$ cat config.mk
export PLATFORM = sky130hd
export DESIGN_NAME = switch_bid_buffer
export DESIGN_NICKNAME = d
export VERILOG_FILES = /design/src/rtl/chiplet_types_pkg.sv /design/src/rtl/switch_flit_fifo.sv /design/src/rtl/switch_bid_buffer.sv
export SDC_FILE = /design/constraint.sdc
export NUM_CORES = 1
export LEC_CHECK = 0
export ABC_AREA = 1
export CAP_MARGIN = 20
export CORE_UTILIZATION = 25
export DETAILED_ROUTE_END_ITERATION = 8
export HOLD_SLACK_MARGIN = 0.02
export PLACE_DENSITY = 0.47
export SYNTH_ARGS = -nofsm -noshare
export SYNTH_HDL_FRONTEND = slang
export SYNTH_SLANG_ARGS = --single-unit
$ cat constraint.sdc
create_clock -name CLK -period 6.2 [get_ports CLK]
set_clock_uncertainty 0.15 [all_clocks]
set_input_delay 1.24 -clock CLK [delete_from_list [all_inputs] [get_ports CLK]]
set_output_delay 1.24 -clock CLK [all_outputs]
set_load 0.03 [all_outputs]
$ cat src/rtl/chiplet_types_pkg.sv
// Shared chiplet types: flit format and switch buffer sizing.
package chiplet_types_pkg;

  localparam int unsigned FLIT_DEST_W    = 4;
  localparam int unsigned FLIT_PAYLOAD_W = 8;

  typedef struct packed {
    logic [FLIT_DEST_W-1:0]    dest;
    logic [FLIT_PAYLOAD_W-1:0] payload;
  } flit_t;

  // Input buffer depth; the upstream credit counter is initialised from this.
  localparam int unsigned SWITCH_BUF_DEPTH = 8;

endpackage

$ cat src/rtl/switch_flit_fifo.sv
// Generic DEPTH x flit_t circular buffer with zero-latency head view.
module switch_flit_fifo
  import chiplet_types_pkg::*;
#(
  parameter  int unsigned DEPTH = SWITCH_BUF_DEPTH,
  localparam int unsigned PTR_W = $clog2(DEPTH),
  localparam int unsigned CNT_W = $clog2(DEPTH) + 1
) (
  input  logic             CLK,
  input  logic             nRST,
  input  logic             push,
  input  logic             pop,
  input  flit_t            wdata,
  output flit_t            rdata,
  output logic [CNT_W-1:0] count,
  output logic             full,
  output logic             empty
);

  flit_t            mem_q [DEPTH];
  logic [PTR_W-1:0] wr_ptr_q, wr_ptr_d;
  logic [PTR_W-1:0] rd_ptr_q, rd_ptr_d;
  logic [CNT_W-1:0] count_q, count_d;
  logic             do_push, do_pop;

  assign empty = (count_q == '0);
  assign full  = (count_q == CNT_W'(DEPTH));
  assign count = count_q;
  assign rdata = empty ? '0 : mem_q[rd_ptr_q];

  // Next pointers/occupancy; a same-cycle pop frees the slot for a push when full.
  always_comb begin
    do_pop   = pop && !empty;
    do_push  = push && (!full || do_pop);
    wr_ptr_d = wr_ptr_q;
    rd_ptr_d = rd_ptr_q;
    count_d  = count_q;
    if (do_push) wr_ptr_d = wr_ptr_q + PTR_W'(1);
    if (do_pop)  rd_ptr_d = rd_ptr_q + PTR_W'(1);
    if (do_push && !do_pop)      count_d = count_q + CNT_W'(1);
    else if (do_pop && !do_push) count_d = count_q - CNT_W'(1);
  end

  // Pointer and occupancy registers.
  always_ff @(posedge CLK or negedge nRST) begin
    if (!nRST) begin
      wr_ptr_q <= '0;
      rd_ptr_q <= '0;
      count_q  <= '0;
    end else begin
      wr_ptr_q <= wr_ptr_d;
      rd_ptr_q <= rd_ptr_d;
      count_q  <= count_d;
    end
  end

  // Storage write; contents need no reset since count gates visibility.
  always_ff @(posedge CLK) begin
    if (do_push) mem_q[wr_ptr_q] <= wdata;
  end

endmodule

$ cat src/rtl/switch_bid_buffer.sv
// Requester side of switch arbitration: buffers flits, bids, pops on grant, returns credits.
module switch_bid_buffer
  import chiplet_types_pkg::*;
#(
  parameter  int unsigned DEPTH   = SWITCH_BUF_DEPTH,
  parameter  int unsigned PORT_ID = 0,
  parameter  int unsigned NPORTS  = 4,
  localparam int unsigned SEL_W   = $clog2(NPORTS),
  localparam int unsigned CNT_W   = $clog2(DEPTH) + 1
) (
  input  logic             CLK,
  input  logic             nRST,
  input  logic             in_valid,
  input  flit_t            in_flit,
  input  logic             arb_valid,
  input  logic [SEL_W-1:0] arb_select,
  input  logic             out_ready,
  output logic             bid,
  output flit_t            rdata,
  output logic             credit_return,
  output logic [CNT_W-1:0] count,
  output logic             overflow_err
);

  logic grant;
  logic fifo_full, fifo_empty;
  logic credit_return_q;
  logic overflow_err_q, overflow_err_d;

  switch_flit_fifo #(.DEPTH(DEPTH)) u_fifo (
    .CLK   (CLK),
    .nRST  (nRST),
    .push  (in_valid),
    .pop   (grant),
    .wdata (in_flit),
    .rdata (rdata),
    .count (count),
    .full  (fifo_full),
    .empty (fifo_empty)
  );

  // Grant decode and sticky drop detection (push into a full buffer with no pop).
  always_comb begin
    grant          = arb_valid && (arb_select == SEL_W'(PORT_ID)) && out_ready && !fifo_empty;
    overflow_err_d = overflow_err_q || (in_valid && fifo_full && !grant);
  end

  // Credit pulse one cycle after each pop; overflow flag held until reset.
  always_ff @(posedge CLK or negedge nRST) begin
    if (!nRST) begin
      credit_return_q <= 1'b0;
      overflow_err_q  <= 1'b0;
    end else begin
      credit_return_q <= grant;
      overflow_err_q  <= overflow_err_d;
    end
  end

  assign bid           = !fifo_empty;
  assign credit_return = credit_return_q;
  assign overflow_err  = overflow_err_q;

endmodule
Yosys cells after proc, flatten, opt, wreduce, memory -nomap -nowiden
Memories as Yosys holds them, arrays and structs flattened.
Cells that the tools add are included.
{ "totals": {"in_bits": 19, "ramBits": 96, "wordCells": 35, "n_memories": 1, "out_inout_bits": 19, "ff_bits": 12} }
{ "mem_list": {"columns": ["memory", "depth", "width", "rd", "rd_clocked_by_memory_dff", "write_ports", "line_no", "source"], "rows": [
  ["u_fifo.mem_q", 8, 12, 1, 0, 1, "switch_flit_fifo.sv:20", "flit_t mem_q [DEPTH];"]
]} }
{ "op_classes": {"n_eq_ne": 1, "reduce_logical": 19, "n_mux": 5, "addsub": 4} }
{ "op_table": {"columns": ["op", "n"], "rows": [
  ["12-bit two-way mux", 1],
  ["1-bit logical AND", 9],
  ["4-bit two-way mux", 2],
  ["3-bit by 1-bit adder with 3-bit output, second input constant", 2],
  ["1-bit zero test", 5],
  ["4-bit by 1-bit adder with 4-bit output, second input constant", 1],
  ["4-bit == test, second input constant", 1],
  ["4-bit zero test", 1],
  ["4-bit by 1-bit subtractor with 4-bit output, second input constant", 1],
  ["2-bit zero test", 1],
  ["1-bit logical OR", 2],
  ["1-bit two-way mux", 2],
  ["2-bit nonzero test", 1]
]} }

Depth between registers and ports, before layout
{ "logic_depth": {"ltp_word": 11, "depth_mapped": 16, "depth_no_buf": 16} }

By module
From an unflattened synthesis, not the netlist that was laid out.
{ "hier_totals": {"cells_unflattened": 511, "hier_area_um2": 4916.0} }
{ "by_module_without_submodules": {"columns": ["mod", "cells_each", "n_inst", "seq_area_each_um2", "area_per_inst_um2"], "rows": [
  ["switch_flit_fifo", 498, 1, 3133.0, 4824.6],
  ["switch_bid_buffer", 13, 1, 50.0, 91.3]
]} }

Least setup slack after synthesis
Ideal clock, no wire load.
{ "synth_timing": {"path_type": "input port to flip-flop", "from": "input port arb_select[1]", "to": "register u_fifo.count_q[3] (netlist: u_fifo.count[3])", "required_time_ns": 5.933, "path_slack_ns": 3.097, "arrival_time_ns": 2.836, "cell_stages": 13, "setup_time_ns": 0.117, "path_buffers": 0, "cell_sequence": "inv_1 nand3_1 o21ai_2 nand2_1 inv_1 ha_1 inv_1 ha_1 or2_2 nand3_1 nand2_1 nand2_1 nand2_1"} }
{ "synth_between": {"elab_chain_len": 10, "elab_cells_between_ends": 13, "classes_between": "1 x mux; 12 x reduce/logical"} }
{ "synth_rtl": {"columns": ["element", "line_no", "source"], "rows": [
  ["start: declaration", "switch_bid_buffer.sv:16", "input logic [SEL_W-1:0] arb_select,"],
  ["2-bit zero test *", "switch_bid_buffer.sv:44", "grant = arb_valid && (arb_select == SEL_W'(PORT_ID)) && out_ready && !fifo_empty;"],
  ["1-bit logical AND * (3 in series)", "switch_bid_buffer.sv:44", null],
  ["1-bit logical AND *", "switch_flit_fifo.sv:33", "do_pop = pop && !empty;"],
  ["1-bit logical OR *", "switch_flit_fifo.sv:34", "do_push = push && (!full || do_pop);"],
  ["1-bit logical AND *", "switch_flit_fifo.sv:34", null],
  ["net u_fifo.do_push", "switch_flit_fifo.sv:24", "logic do_push, do_pop;"],
  ["1-bit zero test", "switch_flit_fifo.sv:41", "else if (do_pop && !do_push) count_d = count_q - CNT_W'(1);"],
  ["1-bit logical AND", "switch_flit_fifo.sv:41", null],
  ["2-bit nonzero test (no source line)", null, null],
  ["end signal: assignment", "switch_flit_fifo.sv:53", "count_q <= count_d;"],
  ["end: declaration", "switch_flit_fifo.sv:23", "logic [CNT_W-1:0] count_q, count_d;"]
]} }
Mark *: on every way through the listed nets, which the timed path passes. The rest lies on a longest branch.
A chain may end at the register's enable or synchronous reset.

==> results.sh <==
export IMPL_min_path_type="register to register"
export IMPL_cap_violations=0
export IMPL_path_class="register to primary output"
export IMPL_hpwl_mm=6.35
export IMPL_cts_resized=0
export IMPL_ys_warn_count=0
export IMPL_grt_max_degree=51
export IMPL_pin_count=38
export IMPL_grt_use_total=0.118
export IMPL_setup_viol=0
export IMPL_outcome="finished clean"
export IMPL_holdPathStages=1
export IMPL_cp_end_kind="primary output"
export IMPL_cts_sinks=108
export IMPL_crit_chain="inv_1 -> nand4_1 -> nand2_1 -> nor2_1 -> clkdlybuf4s50_1"
export IMPL_cts_setup_buffers=0
export IMPL_initial_utilization=0.254
export IMPL_clkPwrFrac=0.208
export IMPL_gr_total_overflow=0
export IMPL_cts_reportedPaths_clkPinSlew_ns=0.07
export IMPL_ys_types=20
export IMPL_max_freq_mhz=247
export IMPL_final_fill_count=1966
export IMPL_r2r_slack_ns=2.87
export IMPL_reg2reg_from="u_fifo.count[1]$_DFFE_PN0P_"
export IMPL_crit_required_ns=4.81
export IMPL_worst_path_dominant_cell_family="simple AND/OR/NAND/NOR gates"
export IMPL_relSlewSlack=0.298
export IMPL_power_density_nw_per_um2=481
export IMPL_cp_max_fo=14
export IMPL_antenna_left=0
export IMPL_critPathBufInv=2
export IMPL_routed_via_count=3306
export IMPL_syn_avg_cell_area_um2=9.56
export IMPL_design_core_area_um2=19500
export IMPL_first_iter_violations=174
export IMPL_synth_top_area_frac=0.582
export IMPL_rsz0062_at_grt="no"
export IMPL_layout_nets=577
export IMPL_max_stage_delay_ns=0.78
export IMPL_pwr_share_seq=0.357
export IMPL_syn2layout_area_growth_pct=18.8
export IMPL_min_to="overflow_err$_DFF_PN0_"
export IMPL_gp_congestion=0.736
export IMPL_die_width_um=143
export IMPL_antenna_found_initial=0
export IMPL_leakagePower_nw=2.62
export IMPL_clockBufferDepth=2
export IMPL_synth_area_leaders="edfxtp_1, nand2_1, inv_1"
export IMPL_period_minus_slack_ns=4.04
export IMPL_diodes=0
export IMPL_final_cells=822
export IMPL_ir_drop_uv=271
export IMPL_worstSkewPairLatency_ns=0.35
export IMPL_grt_pass1_vias=3246
export IMPL_swShare=0.404
export IMPL_period_share=0.652
export IMPL_synthesis_area_um2=4950
export IMPL_cts_hold_fix_buffers=0
export IMPL_drt_total_wl_mm=11.0
export IMPL_slew_viol_final=0
export IMPL_yosys_most_used_dff="edfxtp_1"
export IMPL_route_detailed_drc=0
export IMPL_setup_tns_ns=0
export IMPL_cts_tree="yes"
export IMPL_crit_arrival_ns=2.65
export IMPL_finalHoldViolCount=0
export IMPL_switchingPower_mw=1.14
export IMPL_worst_r2r_cell_count=11
export IMPL_cts_root_buf="clkbuf_16"
export IMPL_min_from="overflow_err$_DFF_PN0_"
export IMPL_die_area_um2=20400
export IMPL_cts_buffers=9
export IMPL_drive_gt1_frac=0.0503
export IMPL_die_height_um=143
export IMPL_yosysSeqAreaShare=0.643
export IMPL_vias_per_cell=4.02
export IMPL_tightest_slew_ns=1.05
export IMPL_synth_seq_cells=108
export IMPL_io_buffers=37
export IMPL_synthCells=518
export IMPL_wire_per_inst_um=13.4
export IMPL_combPwrFrac=0.435
export IMPL_synth_edf_count=96
export IMPL_slowest_stage="nand4_1"
export IMPL_dp_cells=806
export IMPL_power_internal_mw=1.69
export IMPL_reg2reg_to="u_fifo.count[3]$_DFFE_PN0P_"
export IMPL_syn_nets=543
export IMPL_firstDrtPassIters=4
export IMPL_synth_area_leader_cell="edfxtp_1"
export IMPL_worstSetupStartpointType="register"
export IMPL_h_tree_depth=3
export IMPL_async_flop_share=0.111
export IMPL_grt_pass1_wl_mm=17.4
export IMPL_rows=51
-- cells by family (layout without fill, tap and decap cells) --
family	Yosys count	in the layout	share of synthesized area
simple gates	263	263	0.218
flops	108	108	0.643
buf+inv	133	172	0.111
compound gates	5	5	0.00632
fa+ha+maj	6	6	0.0167
xor+xnor	3	3	0.00531
-- how the worst max path moves through the flow --
| stage | start | to | slack (ns) | depth (start not counted) |
|---|---|---|---|---|
| 2_1_floorplan | arb_select[1] | u_fifo.count[3]$_DFFE_PN0P_ | 3.10 | 13 |
| 3_3_place_gp | out_ready | u_fifo.mem_q[7][2]$_DFFE_PP_ | 2.44 | 6 |
| 3_5_place_dp | arb_valid | u_fifo.count[3]$_DFFE_PN0P_ | 2.41 | 13 |
| 4_1_cts | u_fifo.count[1]$_DFFE_PN0P_ | rdata[8] | 2.09 | 5 |
| 5_1_grt | u_fifo.count[1]$_DFFE_PN0P_ | rdata[5] | 1.96 | 5 |
| 6_report | u_fifo.count[1]$_DFFE_PN0P_ | rdata[11] | 2.16 | 5 |
-- cells in the final DEF (no fill, tap or decap), types with 3 or more instances in the layout --
cell type / netlist / routed
dfrtp_1: 12 / 12
nor2_1: 36 / 32
nand2_1: 157 / 157
edfxtp_1: 96 / 96
nor2_2: 0 / 4
ha_1: 5 / 5
clkdlybuf4s50_1: 0 / 37
nand3_1: 68 / 68
o21ai_0: 3 / 3
clkbuf_16: 0 / 9
inv_1: 112 / 112
buf_4: 2 / 6
xnor2_1: 3 / 3
-- cells in the mapped netlist (2+ instances only) --
| cell | count |
|---|---|
| nand2_1 | 157 |
| buf_6 | 4 |
| buf_2 | 12 |
| o21ai_0 | 3 |
| nand3_1 | 68 |
| edfxtp_1 | 96 |
| buf_4 | 2 |
| xnor2_1 | 3 |
| ha_1 | 5 |
| dfrtp_1 | 12 |
| inv_1 | 112 |
| nor2_1 | 36 |
-- power groups by stage --
stage / registers, mW / logic (mW) / clock network, mW
6_report: 1.01 / 1.23 / 0.589
5_1_grt: 1.03 / 1.37 / 0.626
4_1_cts: 1.01 / 1.26 / 0.602
3_5_place_dp: 1.03 / 1.25 / 0
3_3_place_gp: 1.02 / 1.24 / 0
2_1_floorplan: 1.02 / 0.832 / 0
-- sequential cells by signal, indices dropped and copies added, names as in the netlist --
| signal | flops |
|---|---|
| credit_return | 1 |
| u_fifo.rd_ptr_q | 3 |
| overflow_err | 1 |
| u_fifo.wr_ptr_q | 3 |
| u_fifo.mem_q | 96 |
| u_fifo.count | 4 |
-- area by class of cell --
class | count | area, um^2 | area share
timing repair buffer | 43 | 415 | 0.0706
multi-input combinational | 277 | 1230 | 0.209
clock buffer | 12 | 256 | 0.0436
sequential | 108 | 3180 | 0.541
inverter | 113 | 424 | 0.0721
tap | 265 | 332 | 0.0563
clock inverter | 4 | 47.5 | 0.00808
-- per-layer routing --
layer  share of wire  vias to the layer above  routed length (um)  track usage
met5               0                        -                   0            0
met4           0.025                        0                 275       0.0600
met3           0.038                       17                 419       0.0191
met2            0.44                       78                4850        0.186
met1            0.49                     1531                5430        0.156
li1                -                     1680                   -            -
-- metrics by stage --
stage | cell area (um^2) | total power, mW | hold slack [ns] | utilization | worst slack (ns)
after floorplan | 4950 | 1.85 | 0.387 | - | 3.10
after global placement | 5580 | 2.27 | 0.324 | 0.287 | 2.44
after detailed placement | 5580 | 2.28 | 0.315 | 0.287 | 2.41
after CTS | 5890 | 2.87 | 0.343 | 0.302 | 2.09
after global routing | 5890 | 3.02 | 0.379 | 0.302 | 1.96
final | 5890 | 2.83 | 0.337 | 0.302 | 2.16
-- worst reg2reg max path: cells and delay by family, from the launching register on --
kind                     cells  cell delay [ns]
AND/OR/NAND/NOR              7             1.88
adder cells (fa/ha/maj)      2             0.55
flip-flops                   1             0.43
buffers and inverters        2             0.21
Note: power is estimated with default switching activity, not from simulation.
